## config.mk

```make
export PLATFORM = sky130hd
export DESIGN_NAME = uart_sha_ctrl
export DESIGN_NICKNAME = d
export VERILOG_FILES = /design/src/rtl/uart_sha_pkg.sv /design/src/rtl/byte_block_packer.sv /design/src/rtl/uart_sha_ctrl.sv
export SDC_FILE = /design/constraint.sdc
export NUM_CORES = 2
export LEC_CHECK = 0
export ABC_AREA = 1
export BUFFER_PORTS_ARGS = -buffer_cell sky130_fd_sc_hd__buf_2
export CORE_AREA = 5 5 308 310
export DETAILED_ROUTE_END_ITERATION = 7
export DIE_AREA = 0 0 313 315
export GPL_ROUTABILITY_DRIVEN = 0
export REMOVE_ABC_BUFFERS = 1
export SYNTH_ARGS = -nofsm -noshare
export SYNTH_HDL_FRONTEND = slang
export SYNTH_SLANG_ARGS = --single-unit
```

## constraint.sdc

```tcl
create_clock -name clk -period 4.8 [get_ports clk]
set_clock_uncertainty 0.05 [all_clocks]
set_input_delay 0.96 -clock clk [delete_from_list [all_inputs] [get_ports clk]]
set_output_delay 0.96 -clock clk [all_outputs]
set_load 0.02 [all_outputs]
```

## src/rtl/uart_sha_pkg.sv

```systemverilog
// Shared types and constants for the UART-to-SHA-256 command sequencer.
package uart_sha_pkg;

    typedef enum logic [2:0] {
        StIdle,
        StRecv,
        StIssue,
        StWait,
        StSendAck,
        StSendNak,
        StSendDig
    } state_e;

    localparam logic [7:0] CMD_INIT = 8'h01;
    localparam logic [7:0] CMD_NEXT = 8'h02;
    localparam logic [7:0] CMD_READ = 8'h03;

    localparam int unsigned BLOCK_BYTES  = 64;
    localparam int unsigned DIGEST_BYTES = 32;

endpackage

```

## src/rtl/byte_block_packer.sv

```systemverilog
// Big-endian byte-to-block shift register: the first byte loaded ends up in [511:504].
module byte_block_packer
    import uart_sha_pkg::*;
(
    input  logic         clk,
    input  logic         reset,
    input  logic         clear,
    input  logic         load,
    input  logic [7:0]   din,
    output logic [511:0] block,
    output logic         full
);

    logic [511:0] block_q;
    logic [5:0]   cnt_q;

    always_ff @(posedge clk) begin
        if (reset || clear) begin
            block_q <= '0;
            cnt_q   <= '0;
        end else if (load) begin
            block_q <= {block_q[503:0], din};
            cnt_q   <= cnt_q + 6'd1;
        end
    end

    assign block = block_q;
    // High while the next load completes the block.
    assign full  = (cnt_q == 6'(BLOCK_BYTES - 1));

endmodule

```

## src/rtl/uart_sha_ctrl.sv

```systemverilog
// Command sequencer: pops framed commands from the UART RX FIFO, drives the SHA-256 core
// and answers with ACK/NAK/digest bytes through the TX FIFO.
module uart_sha_ctrl
    import uart_sha_pkg::*;
#(
    parameter int unsigned DBITS          = 8,
    parameter int unsigned TIMEOUT_CYCLES = 1000000,
    parameter int unsigned TO_BITS        = 20,
    parameter logic [7:0]  ACK_BYTE       = 8'hAC,
    parameter logic [7:0]  NAK_BYTE       = 8'hEE
) (
    input  logic             clk,
    input  logic             reset,
    input  logic             rx_empty,
    input  logic [DBITS-1:0] read_data,
    output logic             read_uart,
    output logic             write_uart,
    output logic [7:0]       write_data,
    input  logic             sha_ready,
    output logic             sha_init,
    output logic             sha_next,
    output logic [511:0]     sha_block,
    input  logic             sha_digest_valid,
    input  logic [255:0]     sha_digest,
    output logic             busy,
    output logic [7:0]       err_count
);

    state_e               state_q, state_d;
    logic                 pop;
    logic                 is_block_cmd;
    logic                 cmd_next_q;
    logic [TO_BITS-1:0]   to_cnt_q;
    logic [255:0]         dig_q;
    logic                 digest_ok_q;
    logic [4:0]           dig_idx_q;
    logic [7:0]           err_count_q;
    logic                 pk_clear;
    logic                 pk_load;
    logic                 pk_full;

    assign pop          = !reset && !rx_empty && (state_q == StIdle || state_q == StRecv);
    assign is_block_cmd = (read_data == CMD_INIT) || (read_data == CMD_NEXT);
    assign pk_clear     = (state_q == StIdle) && pop && is_block_cmd;
    assign pk_load      = (state_q == StRecv) && pop;

    byte_block_packer u_packer (
        .clk   (clk),
        .reset (reset),
        .clear (pk_clear),
        .load  (pk_load),
        .din   (read_data),
        .block (sha_block),
        .full  (pk_full)
    );

    always_ff @(posedge clk) begin
        if (reset) begin
            state_q <= StIdle;
        end else begin
            state_q <= state_d;
        end
    end

    always_comb begin
        state_d = state_q;
        unique case (state_q)
            StIdle: begin
                if (pop) begin
                    if (is_block_cmd) begin
                        state_d = StRecv;
                    end else if (read_data == CMD_READ && digest_ok_q) begin
                        state_d = StSendDig;
                    end else begin
                        state_d = StSendNak;
                    end
                end
            end
            StRecv: begin
                if (pop) begin
                    // A chained block without a prior digest is drained but refused.
                    if (pk_full) begin
                        state_d = (cmd_next_q && !digest_ok_q) ? StSendNak : StIssue;
                    end
                end else if (to_cnt_q == TO_BITS'(TIMEOUT_CYCLES - 1)) begin
                    state_d = StSendNak;
                end
            end
            StIssue:   if (sha_ready) state_d = StWait;
            StWait:    if (sha_digest_valid) state_d = StSendAck;
            StSendAck: state_d = StIdle;
            StSendNak: state_d = StIdle;
            StSendDig: if (dig_idx_q == 5'(DIGEST_BYTES - 1)) state_d = StIdle;
            default:   state_d = StIdle;
        endcase
    end

    always_comb begin
        write_uart = 1'b0;
        write_data = '0;
        sha_init   = 1'b0;
        sha_next   = 1'b0;
        if (!reset) begin
            unique case (state_q)
                StIssue: begin
                    sha_init = sha_ready && !cmd_next_q;
                    sha_next = sha_ready && cmd_next_q;
                end
                StSendAck: begin
                    write_uart = 1'b1;
                    write_data = ACK_BYTE;
                end
                StSendNak: begin
                    write_uart = 1'b1;
                    write_data = NAK_BYTE;
                end
                StSendDig: begin
                    write_uart = 1'b1;
                    write_data = dig_q[{~dig_idx_q, 3'b000} +: 8];
                end
                default: ;
            endcase
        end
    end

    always_ff @(posedge clk) begin
        if (reset) begin
            cmd_next_q  <= 1'b0;
            to_cnt_q    <= '0;
            dig_q       <= '0;
            digest_ok_q <= 1'b0;
            dig_idx_q   <= '0;
            err_count_q <= '0;
        end else begin
            if (state_q == StIdle && pop) begin
                cmd_next_q <= (read_data == CMD_NEXT);
            end
            if (state_q != StRecv || pop) begin
                to_cnt_q <= '0;
            end else begin
                to_cnt_q <= to_cnt_q + TO_BITS'(1);
            end
            if (state_q == StWait && sha_digest_valid) begin
                dig_q       <= sha_digest;
                digest_ok_q <= 1'b1;
            end
            dig_idx_q <= (state_q == StSendDig) ? dig_idx_q + 5'd1 : 5'd0;
            if (state_q == StSendNak && err_count_q != 8'hFF) begin
                err_count_q <= err_count_q + 8'd1;
            end
        end
    end

    assign read_uart = pop;
    assign busy      = !reset && (state_q != StIdle);
    assign err_count = err_count_q;

endmodule

```

==> flow_results.org <==
** GRT
- Global router's overall resource usage :: 21.5%
- The number of antenna violations at the first check in global routing came to 6.
- Number of global-route vias before repair :: 27500
- Global routing finished with a remaining overflow of 0.
- The first global-routing pass estimated 168000 um of wire.
- Pin count of the biggest net entering global routing :: 213

** Pwr
- In this run the static leakage power is 15.0 nW.
- Overall Power :: 14.8 mW
- PwrDens :: 382 nW/um^2
- Maximum ir drop on the vdd rail :: 0.000266 V

** STA
- Share of the clock period used by the worst path after layout :: 82.3%
- Final slew viol count :: 0
- In this run the tightest slew margin relative to its limit is 26.0%.
- Transition time at the pin with the least slew margin :: 1110 ps
- Unrepaired setup endpoints after global routing :: false
- Setup slack closes at 852 ps.
- The hold violation total from the final report was 0.
- For the finished layout, the period the worst path requires is 3950 ps.
- Adding up every negative setup slack in the final design gives 0 ps.
- Timing would allow up to 0.253 GHz.
- Endpoints failing setup :: 0

** Final layout
- The library cell used most frequently in the layout, excluding fill and tap cells, is sky130_fd_sc_hd__nand2_1.
- Area delta synth->final :: 24.4%
- Count of nets after finishing :: 5043
- Filler Cells Inserted :: 9469
- In the layout the commonest cells are sky130_fd_sc_hd__nand2_1 (1413), sky130_fd_sc_hd__a21oi_1 (832), sky130_fd_sc_hd__dfxtp_1 (809).
- Cells with a size suffix above 1 make up 20.8% of the layout.
- Registers take 16300 um^2.
- Post-Layout Inst Area :: 38700 um^2
- End-of-flow core utilization :: 42.3%
- Area of the multi-input gates :: 12800 um^2

** Floorplan
- Count of standard-cell rows :: 111
- Height of the die :: 315 um
- Horizontal extent of the die :: 313 um
- Core Box Area :: 91400 um^2
- Effective utilization at floorplan :: 34.0%
- Area of the die :: 98600 um^2
- Num ports :: 802

** Hold path
- End point of the worst hold path :: to_cnt_q[0]
- Hold Path Depth :: 1
- Worst hold path class :: reg -> reg
- The startpoint identified for the worst hold timing path is to_cnt_q[0].

** Worst setup path
- Grouping stages by cell kind, the critical path spends the most delay in simple AND/OR/NAND/NOR gates.
- Critical path peak fanout :: 190
- Critical Path End Type :: output port
- Reg2reg path depth :: 6
- Data on the critical path arrives at its endpoint at 2940 ps.
- In this run the critical register-to-register path is launched from state_q[1].
- The worst setup path is launched from a flop.
- Cell breakdown of the critical path :: buf_12 > nand2_1 > o211ai_1 > nand3_1 > nand3_1 > nand2_1 > nand2_1 > nand3_1 > nand2_1 > inv_1 > buf_2
- The worst setup path is of the reg -> out kind.
- The endpoint identified for the worst register-to-register timing path is u_packer.block[510].
- Counting both buffers and inverters, the worst setup path holds a total of 3.
- On the critical path, the stage with the largest delay is an instance of sky130_fd_sc_hd__buf_12.
- Critical Path Most Common Cell :: sky130_fd_sc_hd__nand2_1
- Delay of the slowest critical-path stage :: 510 ps
- Required time of the worst setup path :: 3790 ps
- Reg2reg setup slack :: 2050 ps

** Placed design
- DP Worst Slack :: 1310 ps
- Number of port buffers :: 801
- HPWL after detailed placement :: 78400 um
- Area of placed instances :: 35600 um^2

** Drt
- Length of the first detailed-routing pass in iterations :: 7
- In the routed design, unresolved DRC markers number 0.
- Routed wire length :: 113000 um
- Number of vias in the routed layout :: 30300
- In this run the remaining antenna-violating nets after routing total 0.
- After detailed routing, the number of vias per cell comes to 5.03.
- The first routing iteration left 2561 violations.
- Routed len/inst :: 18.8 um

** Clock tree
- The tree is rooted in a sky130_fd_sc_hd__clkbuf_16.
- TritonCTS built the clock tree.
- Number of gates resized after CTS :: 0
- The clock passes through at most 3 buffers.
- After clock tree synthesis, the clock-pin slew on the worst setup and hold paths is 60 ps.
- Buffers added to address setup during post-CTS repair amount to 0.
- Hold buffer count at cts :: 0
- Worst-Skew Late Latency :: 670 ps
- Number of H-tree levels :: 3
- Buffers inserted during clock tree synthesis total 92.
- Clock sink count :: 812

** Yosys
- Average instance area after synthesis :: 7.48 um^2
- In the synthesized netlist the dominant register cell turns out to be sky130_fd_sc_hd__dfxtp_1.
- Count of state elements after synthesis :: 812
- For this run, the number of Yosys warnings is 0.
- Sequential share of the synthesized area :: 52.2%
- The cell count after synthesis came out at 4161.
- Yosys mapped a number of flops with a built-in enable equal to 0.
- Netlist area before placement :: 31100 um^2
- After synthesis, the cell types taking the most area are sky130_fd_sc_hd__dfxtp_1 (52%), sky130_fd_sc_hd__nand2_1 (17%), sky130_fd_sc_hd__a21oi_1 (13%).
- The largest total area in the synthesized netlist belongs to sky130_fd_sc_hd__dfxtp_1.
- Summed over its instances, the top area cell type makes up 52.2% of the synthesized netlist area.
- Async set-or-reset flop fraction in the synthesized netlist :: 0%
- Synthesis instantiated 32 different standard cells from the library.

** Outcome
- The run finished with clean final reports.

** Run
- Count of max-cap constraint violations :: 0
[flip-flops by register name (all words and copies together) (netlist names)]
register,count
digest_ok_q,1
dig_idx_q,5
cmd_next_q,1
dig_q,256
u_packer.block,512
state_q,3
u_packer.cnt_q,6
err_count,8
to_cnt_q,20
[worst max-delay path by stage]
stage | depth (start not counted) | to | from | slack [ps]
after CTS | 11 | write_data[6] | dig_idx_q[0] | 800
final | 11 | write_data[5] | dig_idx_q[0] | 850
after global placement | 5 | read_uart | reset | 1300
after detailed placement | 5 | read_uart | reset | 1310
after floorplan | 9 | u_packer.cnt_q[4] | rx_empty | -17450
after global routing | 11 | write_data[6] | dig_idx_q[0] | 620
[per-layer routing]
layer,wire [um],up-vias,global-route usage (%)
met4,5180,2,9.37
met1,46900,14200,27.0
li1,-,14900,-
met3,7770,215,5.23
met2,53400,1007,35.2
met5,12,-,0
[cell type report]
type / count / area share, %
inverter: 150 / 1.47
antenna: 2 / 0.0129
sequential: 812 / 42.0
multi-input combinational: 2869 / 33.1
timing repair buffer: 844 / 11.7
clock inverter: 28 / 0.773
clock buffer: 141 / 7.15
tap: 1186 / 3.83
[cell families after synthesis]
family / count (synthesis) / synth area share (%)
adder cells (fa/ha/maj): 5 / 0.201
buffers and inverters: 480 / 6.70
AO/OA/AOI/OAI: 1051 / 17.4
XOR/XNOR: 6 / 0.169
AND/OR/NAND/NOR: 1807 / 23.3
flip-flops: 812 / 52.2
[cells in the mapped netlist (all sizes together) (2+ instances only)]
cell type  count
a21oi        832
ha             5
buf          157
a31oi          2
clkinv         3
dfxtp        812
inv          147
nand3        299
nor2          63
o21ai        157
or2            3
nor3b          4
o211ai        55
xnor2          3
clkbuf       173
nand4          4
xor2           3
nor4           3
nor3          16
nand2       1415
[report_power, final]
group	switching (mW)	leakage [nW]	internal (mW)
Combinational	0.696	6.91	0.235
Sequential	0.0351	6.54	6.77
Clock	2.93	1.51	4.11
[per-stage QoR]
step / hold slack, ps / instances
3_3_place_gp: 380 / 5861
6_report: 398 / 6032
4_1_cts: 398 / 6030
3_5_place_dp: 385 / 5861
2_1_floorplan: 368 / 3831
5_1_grt: 409 / 6031
Note: power is estimated with default switching activity, not from simulation.
